[src/rtl/srio_pkg.sv]
// rtl/srio_pkg.sv - shared SRIO logical-layer constants, header offsets and FSM states
package srio_pkg;

    localparam logic [3:0]  FTYPE_DOORB = 4'hA;
    localparam logic [3:0]  FTYPE_NWR   = 4'h5;
    localparam logic [3:0]  TTYPE_NWR   = 4'h4;

    localparam logic [15:0] DB_SELFCHK  = 16'h0101;
    localparam logic [15:0] DB_READY    = 16'h0100;
    localparam logic [15:0] DB_BUSY     = 16'h01FF;
    localparam logic [7:0]  DB_INTEG_HI = 8'h02;

    localparam int TID_LSB   = 56;
    localparam int FTYPE_LSB = 52;
    localparam int TTYPE_LSB = 48;
    localparam int PRIO_LSB  = 45;
    localparam int SIZE_LSB  = 36;
    localparam int INFO_LSB  = 16;
    localparam int ADDR_LSB  = 0;

    typedef enum logic [1:0] {
        ST_IDLE,
        ST_DB_RESP,
        ST_NWR_DATA,
        ST_DROP
    } state_t;

endpackage

[src/rtl/srio_hdr_decode.sv]
// rtl/srio_hdr_decode.sv - combinational split of a 64-bit HELLO header into its fields
module srio_hdr_decode
    import srio_pkg::*;
(
    input  logic [63:0] hdr,
    output logic [7:0]  tid,
    output logic [3:0]  ftype,
    output logic [3:0]  ttype,
    output logic [1:0]  prio,
    output logic [7:0]  size,
    output logic [33:0] addr,
    output logic [15:0] info
);

    logic unused_rsvd;

    assign tid   = hdr[TID_LSB   +: 8];
    assign ftype = hdr[FTYPE_LSB +: 4];
    assign ttype = hdr[TTYPE_LSB +: 4];
    assign prio  = hdr[PRIO_LSB  +: 2];
    assign size  = hdr[SIZE_LSB  +: 8];
    assign addr  = hdr[ADDR_LSB  +: 34];
    assign info  = hdr[INFO_LSB  +: 16];

    // Reserved header bits carry no meaning for this endpoint.
    assign unused_rsvd = ^{hdr[47], hdr[44], hdr[35:34]};

endmodule

[src/rtl/db_nwr_target.sv]
// rtl/db_nwr_target.sv - SRIO target endpoint: doorbell responder and NWRITE unpacker
module db_nwr_target
    import srio_pkg::*;
#(
    parameter logic [7:0] TARGET_ID = 8'hF0,
    parameter int         MAX_BEATS = 32
) (
    input  logic        log_clk,
    input  logic        log_rst,
    input  logic        treq_tvalid_in,
    output logic        treq_tready_o,
    input  logic        treq_tlast_in,
    input  logic [63:0] treq_tdata_in,
    input  logic [7:0]  treq_tkeep_in,
    input  logic [31:0] treq_tuser_in,
    output logic        tresp_tvalid_o,
    input  logic        tresp_tready_in,
    output logic        tresp_tlast_o,
    output logic [63:0] tresp_tdata_o,
    output logic [7:0]  tresp_tkeep_o,
    output logic [31:0] tresp_tuser_o,
    input  logic        user_busy_in,
    output logic        wr_valid_o,
    output logic [33:0] wr_addr_o,
    output logic [63:0] wr_data_o,
    output logic [7:0]  wr_keep_o,
    output logic        wr_last_o,
    output logic        nwr_done_o,
    output logic        len_err_o,
    output logic        integ_db_o,
    output logic [15:0] integ_info_o
);

    localparam int                 CNT_W   = $clog2(MAX_BEATS + 1);
    localparam logic [CNT_W-1:0]   MAX_CNT = CNT_W'(MAX_BEATS);

    logic [7:0]       hdr_tid;
    logic [3:0]       hdr_ftype;
    logic [3:0]       hdr_ttype;
    logic [1:0]       hdr_prio;
    logic [7:0]       hdr_size;
    logic [33:0]      hdr_addr;
    logic [15:0]      hdr_info;

    state_t           state;
    logic [33:0]      base_addr;
    logic [CNT_W-1:0] beat_cnt;
    logic [CNT_W-1:0] exp_beats;
    logic             hs;
    logic             is_integ;
    logic [15:0]      rinfo;
    logic             unused_bits;

    srio_hdr_decode u_hdr_decode (
        .hdr   (treq_tdata_in),
        .tid   (hdr_tid),
        .ftype (hdr_ftype),
        .ttype (hdr_ttype),
        .prio  (hdr_prio),
        .size  (hdr_size),
        .addr  (hdr_addr),
        .info  (hdr_info)
    );

    assign hs          = treq_tvalid_in && treq_tready_o;
    assign is_integ    = (hdr_info[15:8] == DB_INTEG_HI);
    assign rinfo       = (hdr_info == DB_SELFCHK && user_busy_in) ? DB_BUSY : DB_READY;
    assign unused_bits = ^{treq_tuser_in[31:24], treq_tuser_in[15:0], hdr_size[2:0]};

    always_ff @(posedge log_clk) begin
        if (log_rst) begin
            state          <= ST_IDLE;
            treq_tready_o  <= 1'b0;
            tresp_tvalid_o <= 1'b0;
            tresp_tlast_o  <= 1'b0;
            tresp_tdata_o  <= '0;
            tresp_tkeep_o  <= '0;
            tresp_tuser_o  <= '0;
            wr_valid_o     <= 1'b0;
            wr_addr_o      <= '0;
            wr_data_o      <= '0;
            wr_keep_o      <= '0;
            wr_last_o      <= 1'b0;
            nwr_done_o     <= 1'b0;
            len_err_o      <= 1'b0;
            integ_db_o     <= 1'b0;
            integ_info_o   <= '0;
            base_addr      <= '0;
            beat_cnt       <= '0;
            exp_beats      <= '0;
        end else begin
            wr_valid_o <= 1'b0;
            wr_last_o  <= 1'b0;
            nwr_done_o <= 1'b0;
            len_err_o  <= 1'b0;
            integ_db_o <= 1'b0;
            case (state)
                ST_IDLE: begin
                    treq_tready_o <= 1'b1;
                    if (hs) begin
                        if (hdr_ftype == FTYPE_DOORB) begin
                            if (hdr_info == DB_SELFCHK || is_integ) begin
                                treq_tready_o  <= 1'b0;
                                tresp_tvalid_o <= 1'b1;
                                tresp_tlast_o  <= 1'b1;
                                tresp_tkeep_o  <= 8'hFF;
                                tresp_tdata_o  <= {hdr_tid, FTYPE_DOORB, 4'h0, 1'b0,
                                                   hdr_prio + 2'b01, 1'b0, 12'h0, rinfo, 16'h0};
                                tresp_tuser_o  <= {8'h0, TARGET_ID, 8'h0, treq_tuser_in[23:16]};
                                if (is_integ) begin
                                    integ_db_o   <= 1'b1;
                                    integ_info_o <= hdr_info;
                                end
                                state <= ST_DB_RESP;
                            end else if (!treq_tlast_in) begin
                                state <= ST_DROP;
                            end
                        end else if (hdr_ftype == FTYPE_NWR && hdr_ttype == TTYPE_NWR) begin
                            if (treq_tlast_in) begin
                                len_err_o <= 1'b1;
                            end else begin
                                base_addr <= hdr_addr;
                                beat_cnt  <= '0;
                                exp_beats <= CNT_W'(hdr_size[7:3]) + CNT_W'(1);
                                state     <= ST_NWR_DATA;
                            end
                        end else if (!treq_tlast_in) begin
                            state <= ST_DROP;
                        end
                    end
                end
                ST_DB_RESP: begin
                    treq_tready_o <= 1'b0;
                    if (tresp_tready_in) begin
                        tresp_tvalid_o <= 1'b0;
                        tresp_tlast_o  <= 1'b0;
                        tresp_tdata_o  <= '0;
                        tresp_tkeep_o  <= '0;
                        tresp_tuser_o  <= '0;
                        treq_tready_o  <= 1'b1;
                        state          <= ST_IDLE;
                    end
                end
                ST_NWR_DATA: begin
                    treq_tready_o <= 1'b1;
                    if (hs) begin
                        // Beats past MAX_BEATS are never written; the packet is already bad.
                        if (beat_cnt == MAX_CNT) begin
                            len_err_o <= 1'b1;
                            state     <= treq_tlast_in ? ST_IDLE : ST_DROP;
                        end else begin
                            wr_valid_o <= 1'b1;
                            wr_addr_o  <= base_addr + (34'(beat_cnt) << 3);
                            wr_data_o  <= treq_tdata_in;
                            wr_keep_o  <= treq_tkeep_in;
                            wr_last_o  <= treq_tlast_in;
                            beat_cnt   <= beat_cnt + CNT_W'(1);
                            if (treq_tlast_in) begin
                                if (beat_cnt + CNT_W'(1) == exp_beats)
                                    nwr_done_o <= 1'b1;
                                else
                                    len_err_o <= 1'b1;
                                state <= ST_IDLE;
                            end
                        end
                    end
                end
                ST_DROP: begin
                    treq_tready_o <= 1'b1;
                    if (hs && treq_tlast_in)
                        state <= ST_IDLE;
                end
                default: state <= ST_IDLE;
            endcase
        end
    end

endmodule

[config.mk]
export PLATFORM = sky130hd
export DESIGN_NAME = db_nwr_target
export DESIGN_NICKNAME = d
export VERILOG_FILES = /design/src/rtl/srio_pkg.sv /design/src/rtl/srio_hdr_decode.sv /design/src/rtl/db_nwr_target.sv
export SDC_FILE = /design/constraint.sdc
export NUM_CORES = 1
export LEC_CHECK = 0
export ABC_AREA = 1
export CORE_ASPECT_RATIO = 1.5
export CORE_MARGIN = 3
export CORE_UTILIZATION = 40
export DETAILED_ROUTE_END_ITERATION = 10
export PLACE_DENSITY = 0.8
export SYNTH_ARGS = -nofsm -noshare
export SYNTH_HDL_FRONTEND = slang
export SYNTH_SLANG_ARGS = --single-unit
[constraint.sdc]
create_clock -name log_clk -period 1.85 [get_ports log_clk]
set_input_delay 0.2775 -clock log_clk [delete_from_list [all_inputs] [get_ports log_clk]]
set_output_delay 0.2775 -clock log_clk [all_outputs]
set_load 0.02 [all_outputs]
Word level (Yosys, flattened, before mapping)
Cells that the tools add are included.

Bits in registers: 281. Input port bits: 110. Output and inout bits: 234. Logic and storage cells: 128.

$add $sub $neg: 4. Equality and inequality tests: 22. Muxes and demuxes: 58. Bitwise gates (word level): 7. Reductions and logical operators: 19.

Operator list (number): 2-to-1 mux 64 bit (4); 2-to-1 mux 32 bit (4); one-hot mux 64 bit (2 select lines) (1); one-hot mux 32 bit (2 select lines) (1); 2-to-1 mux 8 bit (5); 2-to-1 mux 6 bit (6); adder 34 x 9 -> 34 bit (1); 2-to-1 mux 2 bit (12); inequality test 2 bit, second input constant (10); 2-to-1 mux 1 bit (19); == test 16 x 9 -> 1 bit, second input constant (1); one-hot mux 8 bit (2 select lines) (1); AND reduction 5 bit (3); one-hot mux 6 bit (2 select lines) (1); OR reduction 5 bit (2); == test 4 x 3 -> 1 bit, second input constant (2); == test 8 x 2 -> 1 bit, second input constant (1); one-hot mux 2 bit (4 select lines) (1); inverter 1 bit (7); AND reduction 7 bit (1); adder 5 x 1 -> 6 bit, second input constant (1); adder 6 x 1 -> 6 bit, second input constant (1); == test 6 bit (1); == test 6 bit, second input constant (1); 17 further kinds (23).

Longest topological paths before layout
Depth in word-level cells: 7. Mapped depth: 13. Mapped depth without buffers: 13.

Modules after synthesis
A second synthesis with hierarchy kept.

Cells, all modules: 1358. Area total of the unflattened synthesis: 10018.4 µm².

By module, submodules not included: db_nwr_target (times used 1, cells each 1282, area an instance 9447.8 µm², sequential area each 3923.8 µm²); srio_hdr_decode (times used 1, cells each 76, area an instance 570.5 µm², sequential area each 0.0 µm²).

Worst setup path after synthesis
Ideal clock, no wire load.

Path type: reg-to-reg. Start point: reg beat_cnt[0]. End point: reg wr_addr_o[27]. Setup time: 109 ps. Data arrival time: 1695 ps. Required time: 1741 ps. Setup slack: 46 ps. Stages on the path, launching flop included: 14. Buffers on the path: 0. Period minus slack after synthesis: 1804 ps. Cells stage by stage: dfxtp_1 > ha_1 > inv_1 > fa_1 > inv_1 > nand3_1 > nand3_1 > nand2_1 > o21ai_0 > nand2_1 > nand2_1 > nand3_1 > nand2_1 > inv_1.

Longest elaborated chain between the ends: 3. Elaborated cells on any way between the ends: 4. Those cells by class: add/sub (1); eq/ne (1); bitwise (1); reduce/logical (1).

Ends and longest elaborated chain: start: declaration (RTL line db_nwr_target.sv:47) `logic [CNT_W-1:0] beat_cnt;`; start signal: assignment (RTL line db_nwr_target.sv:157) `beat_cnt <= beat_cnt + CNT_W'(1);`; parallel branches: the longest is 3 deep, another holds adder 34 x 9 -> 34 bit; end signal: assignment (RTL line db_nwr_target.sv:153) `wr_addr_o <= base_addr + (34'(beat_cnt) << 3);`; end: declaration (RTL line db_nwr_target.sv:24) `output logic [33:0] wr_addr_o,`.

Parallel ways; which one is timed is not known. A chain may end at the register's enable or synchronous reset.

Final worst setup path
Same ends and word-level chain as after synthesis.

==> results list <==
- Of the cells placed in the final design, the portion with a size suffix greater than 1 is 12.4%.
- Maximum level of the CTS H-tree: 4
- Net switching is 32.3% of the power.
* EDFF count, synth: 0
- DIE HEIGHT: 192 um
- Cell taking the most area after synthesis: dfxtp_1
* Clock tree buffer depth: 2
* Hold Buf Count CTS: 0
- In the finished design, the share of the clock period the worst path needs comes to 99.4%.
- Vias per cell: 4.95
* Buffers on Ports: 256
- Data on the critical path is required at its endpoint by 2.18 ns.
* Avg WL per Cell: 15.7 um
- The repair_antennas step left the layout with diodes totalling 0.
* Max Slew Vio Count: 0
* Count of boundary I/O pins: 344
* Type of the setup path with the least slack: reg2reg
- STA classifies the critical path startpoint as a flip-flop.
- The min-delay analysis places its worst path in the category in2reg.
* Core Region: 22500 um^2
- Fraction of the mapped netlist area in simple logic gates: 26.2%
- CTS saw 196 sinks.
- The share of total power dissipated in the clock network is 31.3%.
- TritonCTS built the clock tree.
- In this run the static leakage power is 5.76 nW.
- Post-synthesis compound-gate area fraction: 13.3%
- The count of endpoints failing hold in the final timing report was 0.
- After routing, the total negative slack on setup checks comes to 0 ns.
* Grt total ovfl: 0
* Cells taking the most area after synthesis: dfxtp_1 43%, nor2_1 9.5%, nand2_1 8.3%
- Num CTS Buffers: 17
- The cell count after synthesis came out at 1273.
- Averaged over all synthesized cells, the footprint is 7.21 um^2.
- Relative to the synthesized area, the layout overhead comes to 42.5%.
- Setup repair after global routing could not meet its margin everywhere.
- Weighted congestion at the end of routability-driven global placement: 0.957
- Number of antenna violations at the first check in global routing: 0
- The floorplan has 67 rows.
- CP Cell Sequence: ha_4 > inv_2 > fa_2 > inv_2 > nand3_2 > nand3_2 > nand2_1 > o21ai_1 > buf_4 > nand2_2 > nand2_1 > nand3_2 > nand2_1 > inv_1
- Via count of the first global-routing pass: 8606
- Of the total synthesized cell area, the portion taken by full adders, half adders and majority gates is 1.44%.
- The most used flip-flop cell after synthesis is dfxtp_1.
- Worst path bufs/invs: 4
* First-pass GRT wire length: 44.2 mm
- Insertion delay to the later sink of the worst-skew pair: 0.43 ns
* Total Wirelength: 29.0 mm
- CTS root buffer: clkbuf_16
- Post-synthesis instance area: 9180 um^2
- Fraction of the yosys area taken by sequential cells: 42.7%
* Residual DRC: 0
- Internal power comes to 7.58 mW.
- Psw: 3.62 mW
* Via count of the routed design: 9164
- Initial Utilization: 40.9%
- STA classifies the critical path endpoint as a flip-flop.
- Synth Register Bits: 196
- Power per cell area: 856 nW/um^2
- Post-synth ARST share: 0%
- Worst vdd rail ir drop: 0.654 mV
- Slowest stage cell on the critical path: dfxtp_4
- Biggest cell delay along the critical path: 0.36 ns
- The Yosys step of the flow raised 0 warnings.
- Unique cell type count in the Yosys netlist: 40
- Clock edge transition at the registers on the reported setup and hold paths: 0.07 ns
* HPWL reported at the end of detailed placement: 21.8 mm
* Finished Layout Cells: 1853
- Final setup violation count: 0
- Worst path top cell family by delay: adder cells
- After detailed placement, the design holds a cell count of 1811.
- Max Fanout on Critical Path: 5
- The clock arrives with 0.00855 ns of skew.
- After Yosys synthesis, XOR and XNOR cells account for 1.53% of the synthesized area.
- The pre-antenna-repair detailed-routing pass consisted of 7 iterations.
- At the worst endpoint, the arrival time is 2.17 ns.
- Final layout net count: 1684
- Overall Global Routing Usage: 22.2%
- Of the total power, combinational logic draws 26.8%.
* Die outline area: 24900 um^2
- Max-capacitance violation count: 0
- In this run the biggest area consumer among cell types represents 42.7% of the synthesized area.
- Sequential share of power: 41.9%
- Once detail routing completed, the nets flagged for antenna violations numbered 0.
- Status: finished clean
* Largest family of logic cells by synthesized area: simple AND/OR/NAND/NOR gates
* Initial DRC Count: 497
* Post-route minimum period: 1.84 ns
- Entering global routing, the biggest net connects 50 pins.
- Mux share of post-synthesis cell area: 0%
- Max frequency: 0.544 GHz
* Die outline width: 130 um
## worst paths after layout
| kind | slack [ns] | from | end | depth (start not counted) |
|---|---|---|---|---|
| worst max-delay path | 0.01 | beat_cnt[0]$_SDFFE_PP0P_ | wr_addr_o[27]$_SDFFE_PP0P_ | 14 |
| worst min register to register | 0.46 | integ_info_o[12]$_SDFFE_PP0P_ | integ_info_o[12]$_SDFFE_PP0P_ | 2 |
| worst max register to register | 0.01 | beat_cnt[0]$_SDFFE_PP0P_ | wr_addr_o[27]$_SDFFE_PP0P_ | 14 |
| worst min-delay path | 0.43 | treq_tuser_in[16] | tresp_tuser_o[0]$_SDFFE_PP0P_ | 3 |
## sequential cells by signal, indices dropped and copies added, names as in the netlist
register       count
wr_last_o          1
wr_valid_o         1
tresp_tdata_o     11
tresp_tuser_o      8
beat_cnt           6
wr_data_o         64
treq_tready_o      1
exp_beats          6
len_err_o          1
state              2
base_addr         34
tresp_tkeep_o      1
integ_db_o         1
wr_addr_o         34
integ_info_o      16
wr_keep_o          8
nwr_done_o         1
## cell type report
class / count / area, um^2
clock buffer: 19 / 453
clock inverter: 13 / 100
fill: 2025 / 9380
inverter: 108 / 408
multi-input combinational: 884 / 4320
sequential: 196 / 3940
tap: 276 / 345
timing repair buffer: 357 / 3520
## cell usage after synthesis, types with 6 or more instances
library cell	instances
nand3_1	67
xor2_1	12
nor3_1	6
ha_1	9
buf_2	24
nand4_1	32
nor2_1	232
a211oi_1	13
dfxtp_1	196
o21ai_0	104
inv_1	102
o21ai_1	29
clkbuf_1	25
nand3b_1	7
buf_4	89
nand2_1	204
a21oi_1	74
inv_2	6
## placed cells by master (no fill, tap or decap), types with 11 or more instances in the layout
master and count:
clkdlybuf4s50_1 231, a211oi_1 13, o21ai_0 88, buf_12 11, clkbuf_16 20, a21oi_1 74
dfxtp_1 189, o21ai_1 45, dlygate4sd2_1 25, nand3_2 11, inv_1 98, xor2_1 12
nand3_1 57, conb_1 63, nor2_1 229, nand2_1 194, buf_4 81, nand2_2 12
nand4_1 32
## worst register-to-register path, cell delays in order, from the launching register on
cell	delay, ns
dfxtp_4	0.36
ha_4	0.14
inv_2	0.03
fa_2	0.36
inv_2	0.09
nand3_2	0.07
nand3_2	0.08
nand2_1	0.06
o21ai_1	0.09
buf_4	0.18
nand2_2	0.05
nand2_1	0.07
nand3_2	0.07
nand2_1	0.07
inv_1	0.03
## layer usage
layer | up-vias | share of wire, % | wire [um] | track usage, %
li1 | 4536 | - | - | -
met1 | 4202 | 39 | 11200 | 25.6
met2 | 355 | 51 | 14900 | 38.7
met3 | 71 | 5.7 | 1650 | 4.81
met4 | 0 | 4.5 | 1310 | 10.3
met5 | - | 0 | 0 | 0
## power groups by stage
stage	logic, mW	registers [mW]	clock network, mW
global placement	2.82	4.77	0
CTS	2.88	4.69	3.59
finish	3.00	4.70	3.51
floorplan	1.40	5.09	0
detailed placement	2.86	4.78	0
global route	3.24	4.74	3.73
## logic make-up (layout without fill, tap and decap cells)
logic type / count (synthesis) / after routing
xor gates and xnor gates: 16 / 16
buffers and inverters: 255 / 497
other: 1 / 63
and+or+nand+nor: 564 / 564
DFF: 196 / 196
AOI/OAI and AO/OA: 231 / 231
adders and majority gates: 10 / 10
## stage by stage
step / hold slack, ns / area (um^2) / utilization, % / power, mW / worst slack [ns]
detailed placement: 0.447 / 12200 / 54.4 / 7.64 / -0.243
global route: 0.435 / 13100 / 58.2 / 11.7 / -0.0529
floorplan: 0.377 / 9420 / - / 6.48 / 0.0461
global placement: 0.443 / 12200 / 54.4 / 7.59 / -0.197
CTS: 0.404 / 12800 / 57.0 / 11.2 / 0.00407
finish: 0.427 / 13100 / 58.2 / 11.2 / 0.0106
## what timing repair did
| item | CTS | global route |
|---|---|---|
| setup endpoints to repair | 37 | 94 |
| resized for setup | 41 | 55 |
| cloned | 0 | 3 |
| pin swaps | 1 | 8 |
| buffers inserted | 3 | 4 |
No activity file was read; power rests on OpenSTA's default activity.
